<file path="config.mk">
export PLATFORM = sky130hd
export DESIGN_NAME = boa_stage_if
export DESIGN_NICKNAME = d
export VERILOG_FILES = /design/src/rtl/boa_pkg.sv /design/src/rtl/boa_if_skid.sv /design/src/rtl/boa_stage_if.sv
export SDC_FILE = /design/constraint.sdc
export NUM_CORES = 1
export LEC_CHECK = 0
export CORE_MARGIN = 3
export CORE_UTILIZATION = 47
export DETAILED_ROUTE_END_ITERATION = 6
export DONT_BUFFER_PORTS = 1
export GPL_TIMING_DRIVEN = 0
export PLACE_DENSITY = 0.69
export SLEW_MARGIN = 20
export SYNTH_ARGS = -nofsm -noshare
export SYNTH_HDL_FRONTEND = slang
export SYNTH_SLANG_ARGS = --single-unit
</file>
<file path="constraint.sdc">
create_clock -name clk -period 2.1 [get_ports clk]
set_input_delay 0.42 -clock clk [delete_from_list [all_inputs] [get_ports clk]]
set_output_delay 0.42 -clock clk [all_outputs]
set_load 0.05 [all_outputs]
</file>
<file path="src/rtl/boa_pkg.sv">
`default_nettype none
// ============================================================================
//  Module   : boa_pkg
//  Purpose  : Shared types for the boa fetch front end: trap cause codes,
//             the 32-bit PC type, the IF/ID bundle and the fetch FSM states.
//  Revision : 1.0  initial release
// ============================================================================
package boa_pkg;

    localparam logic [3:0] cause_insn_misaligned = 4'd0;
    localparam logic [3:0] cause_insn_access     = 4'd1;

    typedef logic [31:0] pc_t;

    // One IF/ID transfer; pc is the word address [31:2].
    typedef struct packed {
        logic        valid;
        logic [29:0] pc;
        logic [31:0] insn;
        logic        trap;
        logic [3:0]  cause;
    } ifid_t;

    typedef enum logic [1:0] {
        ST_RUN  = 2'd0,
        ST_HOLD = 2'd1,
        ST_HALT = 2'd2
    } if_state_e;

endpackage
`default_nettype wire

</file>
<file path="src/rtl/boa_if_skid.sv">
`default_nettype none
// ============================================================================
//  Module   : boa_if_skid
//  Purpose  : One-entry skid buffer that parks a fetch result which returns
//             while ID is stalled.
//  Ports    : clk, rst (async, active low)
//             load_i  - capture entry_i (wins over pop_i)
//             pop_i   - release the stored entry
//             flush_i - drop the stored entry (wins over everything)
//             entry_i - bundle to store
//             entry_o - stored bundle
//             full_o  - an entry is held
//  Revision : 1.0  initial release
// ============================================================================
module boa_if_skid
    import boa_pkg::*;
(
    input  logic  clk,
    input  logic  rst,
    input  logic  load_i,
    input  logic  pop_i,
    input  logic  flush_i,
    input  ifid_t entry_i,
    output ifid_t entry_o,
    output logic  full_o
);

    ifid_t entry_q;
    logic  full_q;

    always_ff @(posedge clk or negedge rst) begin
        if (!rst) begin
            entry_q <= '0;
            full_q  <= 1'b0;
        end else if (flush_i) begin
            full_q  <= 1'b0;
        end else if (load_i) begin
            entry_q <= entry_i;
            full_q  <= 1'b1;
        end else if (pop_i) begin
            full_q  <= 1'b0;
        end
    end

    assign entry_o = entry_q;
    assign full_o  = full_q;

endmodule
`default_nettype wire

</file>
<file path="src/rtl/boa_stage_if.sv">
`default_nettype none
// ============================================================================
//  Module   : boa_stage_if
//  Purpose  : Instruction fetch stage. Holds the fetch PC, issues one word
//             read at a time on the program bus and presents results to ID.
//  Ports    : clk, rst (async, active low)
//             q_valid/q_pc/q_insn/q_trap/q_cause - IF/ID bundle (registered)
//             fw_stall_if                          - ID cannot accept
//             fw_id_redir/fw_id_target             - ID redirect, [31:1]
//             fw_ex_redir/fw_ex_target             - late redirect, [31:1]
//             pbus_re/pbus_addr                    - read request, word addr
//             pbus_ready/pbus_rdata/pbus_fault     - read completion
//  Revision : 1.0  initial release
// ============================================================================
module boa_stage_if
    import boa_pkg::*;
#(
    parameter pc_t entrypoint = 32'h4000_0000
) (
    input  logic        clk,
    input  logic        rst,
    output logic        q_valid,
    output logic [29:0] q_pc,
    output logic [31:0] q_insn,
    output logic        q_trap,
    output logic [3:0]  q_cause,
    input  logic        fw_stall_if,
    input  logic        fw_id_redir,
    input  logic [30:0] fw_id_target,
    input  logic        fw_ex_redir,
    input  logic [30:0] fw_ex_target,
    output logic        pbus_re,
    output logic [29:0] pbus_addr,
    input  logic        pbus_ready,
    input  logic [31:0] pbus_rdata,
    input  logic        pbus_fault
);

    if_state_e   state_q, state_d;
    logic [29:0] pc_q, pc_d;
    logic [29:0] addr_q, addr_d;      // address of the read in flight
    logic        inflight_q, inflight_d;
    logic        squash_q, squash_d;  // in-flight read belongs to an old path
    logic        misal_q, misal_d;    // misaligned-target trap still to emit
    ifid_t       out_q, out_d;
    ifid_t       fetched, skid_entry;
    logic        skid_load, skid_pop, skid_flush, skid_full;
    logic        redir, fire, done;
    logic [30:0] target;

    // ID redirects are ignored once halted; only a late redirect restarts.
    assign redir  = fw_ex_redir | (fw_id_redir & (state_q != ST_HALT));
    assign target = fw_ex_redir ? fw_ex_target : fw_id_target;

    // A read in flight keeps its request up regardless of stall.
    assign pbus_re   = rst & (inflight_q |
                       ((state_q == ST_RUN) & ~fw_stall_if & ~misal_q));
    assign pbus_addr = inflight_q ? addr_q : pc_q;
    assign fire      = pbus_re & pbus_ready;
    assign done      = fire & ~squash_q;

    always_comb begin
        fetched       = '0;
        fetched.valid = 1'b1;
        fetched.pc    = pbus_addr;
        fetched.insn  = pbus_rdata;
        fetched.trap  = pbus_fault;
        fetched.cause = pbus_fault ? cause_insn_access : cause_insn_misaligned;
    end

    always_comb begin
        state_d    = state_q;
        pc_d       = pc_q;
        out_d      = out_q;
        misal_d    = misal_q;
        squash_d   = fire ? 1'b0 : squash_q;
        inflight_d = pbus_re & ~pbus_ready;
        addr_d     = pbus_addr;
        skid_load  = 1'b0;
        skid_pop   = 1'b0;
        skid_flush = 1'b0;

        if (redir) begin
            pc_d        = target[30:1];
            misal_d     = target[0];
            out_d.valid = 1'b0;
            skid_flush  = 1'b1;
            state_d     = ST_RUN;
            squash_d    = pbus_re & ~pbus_ready;
        end else begin
            case (state_q)
                ST_RUN: begin
                    if (misal_q) begin
                        if (!fw_stall_if) begin
                            out_d.valid = 1'b1;
                            out_d.pc    = pc_q;
                            out_d.insn  = 32'h0;
                            out_d.trap  = 1'b1;
                            out_d.cause = cause_insn_misaligned;
                            misal_d     = 1'b0;
                            state_d     = ST_HALT;
                        end
                    end else if (fw_stall_if) begin
                        if (done) begin
                            skid_load = 1'b1;
                            pc_d      = pc_q + 30'd1;
                            state_d   = ST_HOLD;
                        end
                    end else if (done) begin
                        out_d   = fetched;
                        pc_d    = pc_q + 30'd1;
                        state_d = pbus_fault ? ST_HALT : ST_RUN;
                    end else begin
                        out_d.valid = 1'b0;
                    end
                end
                ST_HOLD: begin
                    if (!fw_stall_if && skid_full) begin
                        out_d    = skid_entry;
                        skid_pop = 1'b1;
                        state_d  = skid_entry.trap ? ST_HALT : ST_RUN;
                    end
                end
                ST_HALT: begin
                    if (!fw_stall_if) begin
                        out_d.valid = 1'b0;
                    end
                end
                default: state_d = ST_RUN;
            endcase
        end
    end

    always_ff @(posedge clk or negedge rst) begin
        if (!rst) begin
            state_q    <= ST_RUN;
            pc_q       <= entrypoint[31:2];
            addr_q     <= '0;
            inflight_q <= 1'b0;
            squash_q   <= 1'b0;
            misal_q    <= 1'b0;
            out_q      <= '0;
        end else begin
            state_q    <= state_d;
            pc_q       <= pc_d;
            addr_q     <= addr_d;
            inflight_q <= inflight_d;
            squash_q   <= squash_d;
            misal_q    <= misal_d;
            out_q      <= out_d;
        end
    end

    boa_if_skid u_skid (
        .clk     (clk),
        .rst     (rst),
        .load_i  (skid_load),
        .pop_i   (skid_pop),
        .flush_i (skid_flush),
        .entry_i (fetched),
        .entry_o (skid_entry),
        .full_o  (skid_full)
    );

    assign q_valid = out_q.valid;
    assign q_pc    = out_q.pc;
    assign q_insn  = out_q.insn;
    assign q_trap  = out_q.trap;
    assign q_cause = out_q.cause;

endmodule
`default_nettype wire

</file>
==> flow_summary.toml <==
[outcome]
outcome = "finished, violations left"
violations = "hold timing, setup timing"

[global_route]
grt_pass1_wl_um = 41000
track_usage_pct = 24.4
antenna_found_initial = 0
grt_start_max_net_pins = 198
grt_pass1_vias = 7029
grt_overflow = 0

[cts]
root_buffer = "clkbuf_16"
clk_latency_ps = 440
htreeDepth = 4
cts_tree = "built"
clk_pin_slew_ps = 80
cts_buffers = 17
cts_buffer_depth = 2
cts_sinks = 195

[worst_setup_path]
worstPathArrival_ps = 1700
crit_type = "reg2out"
end_kind = "output port"
cp.required_ps = 1680
start_kind = "register"
crit_fanout = 10

[die]
die_width_um = 146
coreArea_um2 = 19000
row_count = 50
die_y_um = 146
io_pins = 200
start_util_pct = 48.6
design.die.area_um2 = 21400

[timing]
whs_ps = -328
setup_viol = 5
final-hold-violation-count = 195
slew_violations = 0
setup_ws_ps = -24.6
final.min_clock_period_ps = 2120
rsz0062_at_grt = "true"
fmax_ghz = 0.471
skew_ps = 13.9
tightest_slew_ps = 752
relSlewSlack_pct = 49.9
fin_crit_sh_pct = 101

[drt]
vias = 7008
detail_route.iter0.violations = 625
wl_per_cell_um = 22.5
via_per_inst = 5.89
ant_nets = 0
wl_met1_um = 11500
routed_wl_um = 26800
highest_layer = "met4"
met3_length_um = 2050
drtPass1Iterations = 6
route.met2.wl_um = 12700
drc = 0

[logic_synthesis]
seq_area_frac_synth_pct = 52.8
netlist.top_cell.by_area = "dfrtp_1"
synth_seq_cells = 195
synth_commonest_cells = "194 x dfrtp_1, 117 x nor2_1, 116 x a21oi_1"
synth_area_um2 = 9240
synth_cells = 870
yosysMostFrequentCell = "dfrtp_1"
synth-edff-count = 0
synth_top_flop_cell = "dfrtp_1"
async_flop_share_pct = 100
yosys_warnings = 0
synth_top_area_share_pct = 52.5
synth_cell_types = 53
avgSynthCellArea_um2 = 10.6
synth_area_leaders = "dfrtp_1 53%, mux2_2 12%, a21oi_1 6.3%, nor2_1 4.8%, mux2i_1 3.6%"

[placement]
place_congestion = 0.912
port-buffer-count = 0
dp_hpwl_um = 18200
dpl_cell_area_um2 = 9580

[finish]
syn_to_final_growth_pct = 16.9
drive_gt1_share_pct = 25.6
final_core_util_pct = 56.8
diodes = 0
finalNetCount = 1021
final_area_um2 = 10800
nFillCells = 1644

[power]
power_w = 0.0126
powerDensity_nw_per_um2 = 1170
peakVddDrop_uv = 683
p_leak_nw = 4.83

[min_path]
hold_path_class = "in2async"

[flow_run]
maxCapViolCount = 0
==> state kept, by name, indices dropped and copies added, names as in the netlist <==
signal,flops
u_skid.entry_o,64
q_insn,32
addr_q,30
pc_q,30
q_pc,30
state_q,2
inflight_q,1
misal_q,1
q_cause,1
q_trap,1
q_valid,1
squash_q,1
u_skid.full_o,1
==> worst max-delay path: stages, from the launching register on <==
cell and delay [ps]:
dfrtp_2 450, clkbuf_4 300, mux2_2 510
==> metrics by stage <==
step / setup WS (ps) / instances / TNS, ps
6_report: -24.6 / 1189 / -103
5_1_grt: -64.0 / 1189 / -429
4_1_cts: -32.4 / 1172 / -239
3_5_place_dp: -842 / 1132 / -89450
3_3_place_gp: -753 / 1132 / -86060
2_1_floorplan: 37.0 / 872 / 0
==> routing by layer <==
| metal | track usage, % | up-vias |
|---|---|---|
| li1 | - | 3182 |
| met1 | 33.2 | 3511 |
| met2 | 38.3 | 277 |
| met3 | 7.54 | 38 |
| met4 | 6.30 | 0 |
| met5 | 0 | - |
==> cells in the final DEF (no fill, tap or decap), drive strengths merged, types with 2 or more instances in the layout <==
master / netlist / routed
a21oi: 116 / 116
nand4: 18 / 18
and4: 2 / 2
mux2: 97 / 97
and3: 6 / 6
nor2b: 11 / 11
a211oi: 10 / 10
nand2b: 10 / 10
o31ai: 6 / 6
nor4: 4 / 4
clkinv: 1 / 6
a22oi: 34 / 34
nor4b: 2 / 2
inv: 12 / 19
o21ai: 11 / 11
nor3: 8 / 8
nand3: 10 / 10
o221ai: 10 / 10
conb: 1 / 3
dfrtp: 194 / 194
ha: 4 / 4
a31oi: 2 / 2
nor2: 117 / 117
a221oi: 3 / 3
and2: 2 / 2
mux2i: 33 / 33
xor2: 19 / 19
clkbuf: 38 / 59
nand2: 41 / 41
buf: 28 / 50
xnor2: 3 / 3
==> where the power goes <==
group / internal, W / switching (W)
logic: 0.000929 / 0.00130
clock network: 0.00170 / 0.00160
registers: 0.00462 / 0.00250
total: 0.00725 / 0.00540
==> cell type report <==
type                    count  area (um^2)  area share [%]
clock buffers              18          429            3.97
inverters                  13         48.8           0.452
plain buffers              63          452            4.18
clock inverters            14          161            1.49
well taps                 260          325            3.01
flip-flops and latches    195         4880            45.2
repair buffers             28          278            2.57
multi-input cells         598         4230            39.1
==> what timing repair did <==
item	in CTS	in global routing
endpoints found under the setup margin	191	160
buffers inserted	10	16
pin swaps	3	6
resized for setup	98	36
endpoints found under the hold margin	195	195
cloned	0	2
==> path summary, 6_finish.rpt <==
| kind | start | to | slack (ps) | cells past startpoint |
|---|---|---|---|---|
| worst min-delay path | rst | q_insn[11] | -330 | 0 |
| worst min register to register | u_skid.entry_o[67] | u_skid.entry_o[67] | 490 | 1 |
| max in group asynchronous | rst | q_trap | 2160 | 0 |
| min in group clk | pbus_ready | inflight_q | 40 | 1 |
| worst max register to register | state_q[1] | pc_q[1] | 50 | 7 |
| worst max-delay path | inflight_q | pbus_addr[13] | -20 | 2 |
==> cells by family (layout without fill, tap and decap cells) <==
| group | after synthesis | after routing | share of synthesized area (%) |
|---|---|---|---|
| fa+ha+maj | 4 | 4 | 0.542 |
| xor+xnor | 22 | 22 | 2.08 |
| mux | 130 | 130 | 15.4 |
| compound gates | 204 | 204 | 13.6 |
| simple gates | 235 | 235 | 11.8 |
| flops | 195 | 195 | 52.8 |
| buf+inv | 79 | 136 | 3.74 |
| other cells | 1 | 3 | 0.0406 |
Note: power is estimated with default switching activity, not from simulation.
==> variant, RTL diff (same flow settings) <==
Add an input register stage for `fw_id_target` and `fw_ex_target`, with the module's reset; this delays them by one clock. The other inputs are not delayed to match.
--- a/src/rtl/boa_stage_if.sv
+++ b/src/rtl/boa_stage_if.sv
@@ -38,2 +38,15 @@
 
+    logic [30:0] fw_id_target_q;
+    logic [30:0] fw_ex_target_q;
+
+    always_ff @(posedge clk or negedge rst) begin
+        if (!rst) begin
+            fw_id_target_q <= '0;
+            fw_ex_target_q <= '0;
+        end else begin
+            fw_id_target_q <= fw_id_target;
+            fw_ex_target_q <= fw_ex_target;
+        end
+    end
+
     if_state_e   state_q, state_d;
@@ -52,3 +65,3 @@
     assign redir  = fw_ex_redir | (fw_id_redir & (state_q != ST_HALT));
-    assign target = fw_ex_redir ? fw_ex_target : fw_id_target;
+    assign target = fw_ex_redir ? fw_ex_target_q : fw_id_target_q;
 
Behaviour: not the same (a bounded check fails within 4 cycles, from zero or initial values and one cycle with rst low).
==> variant against the unedited design <==
The run still ends with negative hold slack, negative setup slack left. Sequential cell count grew 62. Design area grew 28%. Synthesized area grew 18%. First-iteration DRC count shrank 4.6%. Global-route usage shrank 1.6 points. Sequential share of layout area grew 1.3 points. Power grew 37%. Synthesized cell count grew 9.2%. Critical path depth grew 2. Non-clock buffer count grew 76. Wire length grew 12%. Hold slack lost 0.089 ns. Worst setup slack gained 0.0021 ns.
==> variant: results (changes against the unedited design) <==
| Metric | Value |
|---|---|
| Number of global-route vias before repair | `7948 (+13%)` |
| Complex-gate fraction of the synthesized area | `12.4% (-1.2 points)` |
| Worst Slack Setup Final | `-0.0225 ns (+0.00213 ns)` |
| Pin count of the biggest net entering global routing | `260 (+31%)` |
| Post-DP Area | `11300 um^2 (+18%)` |
| Clock transition at path regs | `0.06 ns (-0.02 ns)` |
| Fill cell count | `1775 (+8.0%)` |
| All-Layer GR Usage | `22.8% (-1.6 points)` |
| Hold_ws | `-0.417 ns (-0.0892 ns)` |
| # setup viols final | `1 (-4)` |
| Register area share after synthesis | `59.1% (+6.3 points)` |
| Status | `finished with violations` |
| Top cells by area, synth | `dfrtp_1, mux2_2, a21oi_1` |
| Met1 Use GR | `32.4% (-0.77 points)` |
| DP Worst Slack | `-0.807 ns (+0.0352 ns)` |
| CTS H-tree depth | `1 (-3)` |
| CTS buffer count | `28 (+11)` |
| Xor and xnor area share after synthesis | `1.05% (-1.0 points)` |
| TNS Setup | `-0.0225 ns (+0.0802 ns)` |
| Length in cells of the worst reg-to-reg path | `10 (+3)` |
| Final Util | `61.0% (+4.2 points)` |
| Drt initial violations | `596 (-4.6%)` |
| Failing checks | `negative hold slack, negative setup slack` |
| Mean routed wirelength per cell | `21.5 um (-4.6%)` |
| Met2 wire length | `14500 um (+14%)` |
| Leak pwr | `6.12 nW (+27%)` |
| Final Hold Fails | `257 (+32%)` |
| Fin cells | `1391 (+17%)` |
| Clock Latency Late Sink | `0.54 ns (+0.10 ns)` |
==> variant: cell count changes in the layout (fill, tap and decap cells not counted), sizes merged, moves of 8 or more <==
cell	delta
dfrtp	+62
o221ai	-10
o21ai	+8
clkbuf	+11
dlygate4sd3	+67
buf	+15
nor2b	+8
==> variant: repair_timing <==
item / in CTS / in global routing
gates cloned: 0 / 5
hold endpoints to repair: 325 / 257
buffers inserted: 16 / 18
resized for setup: 113 / 78
pin swaps: 9 / 7
endpoints found under the setup margin: 191 / 181
==> variant: layout make-up <==
| type | count | area share [%] |
|---|---|---|
| Buffer | 61 | 3.71 |
| Clock buffer | 35 | 5.69 |
| Clock inverter | 17 | 1.37 |
| Inverter | 10 | 0.271 |
| Multi-Input combinational cell | 620 | 32.1 |
| Sequential cell | 257 | 46.5 |
| Tap cell | 285 | 2.57 |
| Timing Repair Buffer | 106 | 7.78 |
==> variant: worst max-delay path, stage by stage, from the launching register on <==
cell and delay, ns:
dfrtp_1 0.41, inv_2 0.12, ha_4 0.17, nor3b_4 0.19
o21a_4 0.27
==> variant: logic make-up after synthesis <==
group / after synthesis
adder cells (fa/ha/maj): 4
multiplexers: 126
AND/OR/NAND/NOR: 251
XOR/XNOR: 13
other: 1
buffers and inverters: 75
flip-flops: 257
AO/OA/AOI/OAI: 223
==> variant: power groups by stage <==
stage	sequential (W)	combinational (W)	clock [W]
after floorplan	0.00891	0.00206	0
after global placement	0.00918	0.00244	0
after detailed placement	0.00924	0.00251	0
after CTS	0.00915	0.00280	0.00520
after global routing	0.00931	0.00325	0.00545
final	0.00917	0.00296	0.00515
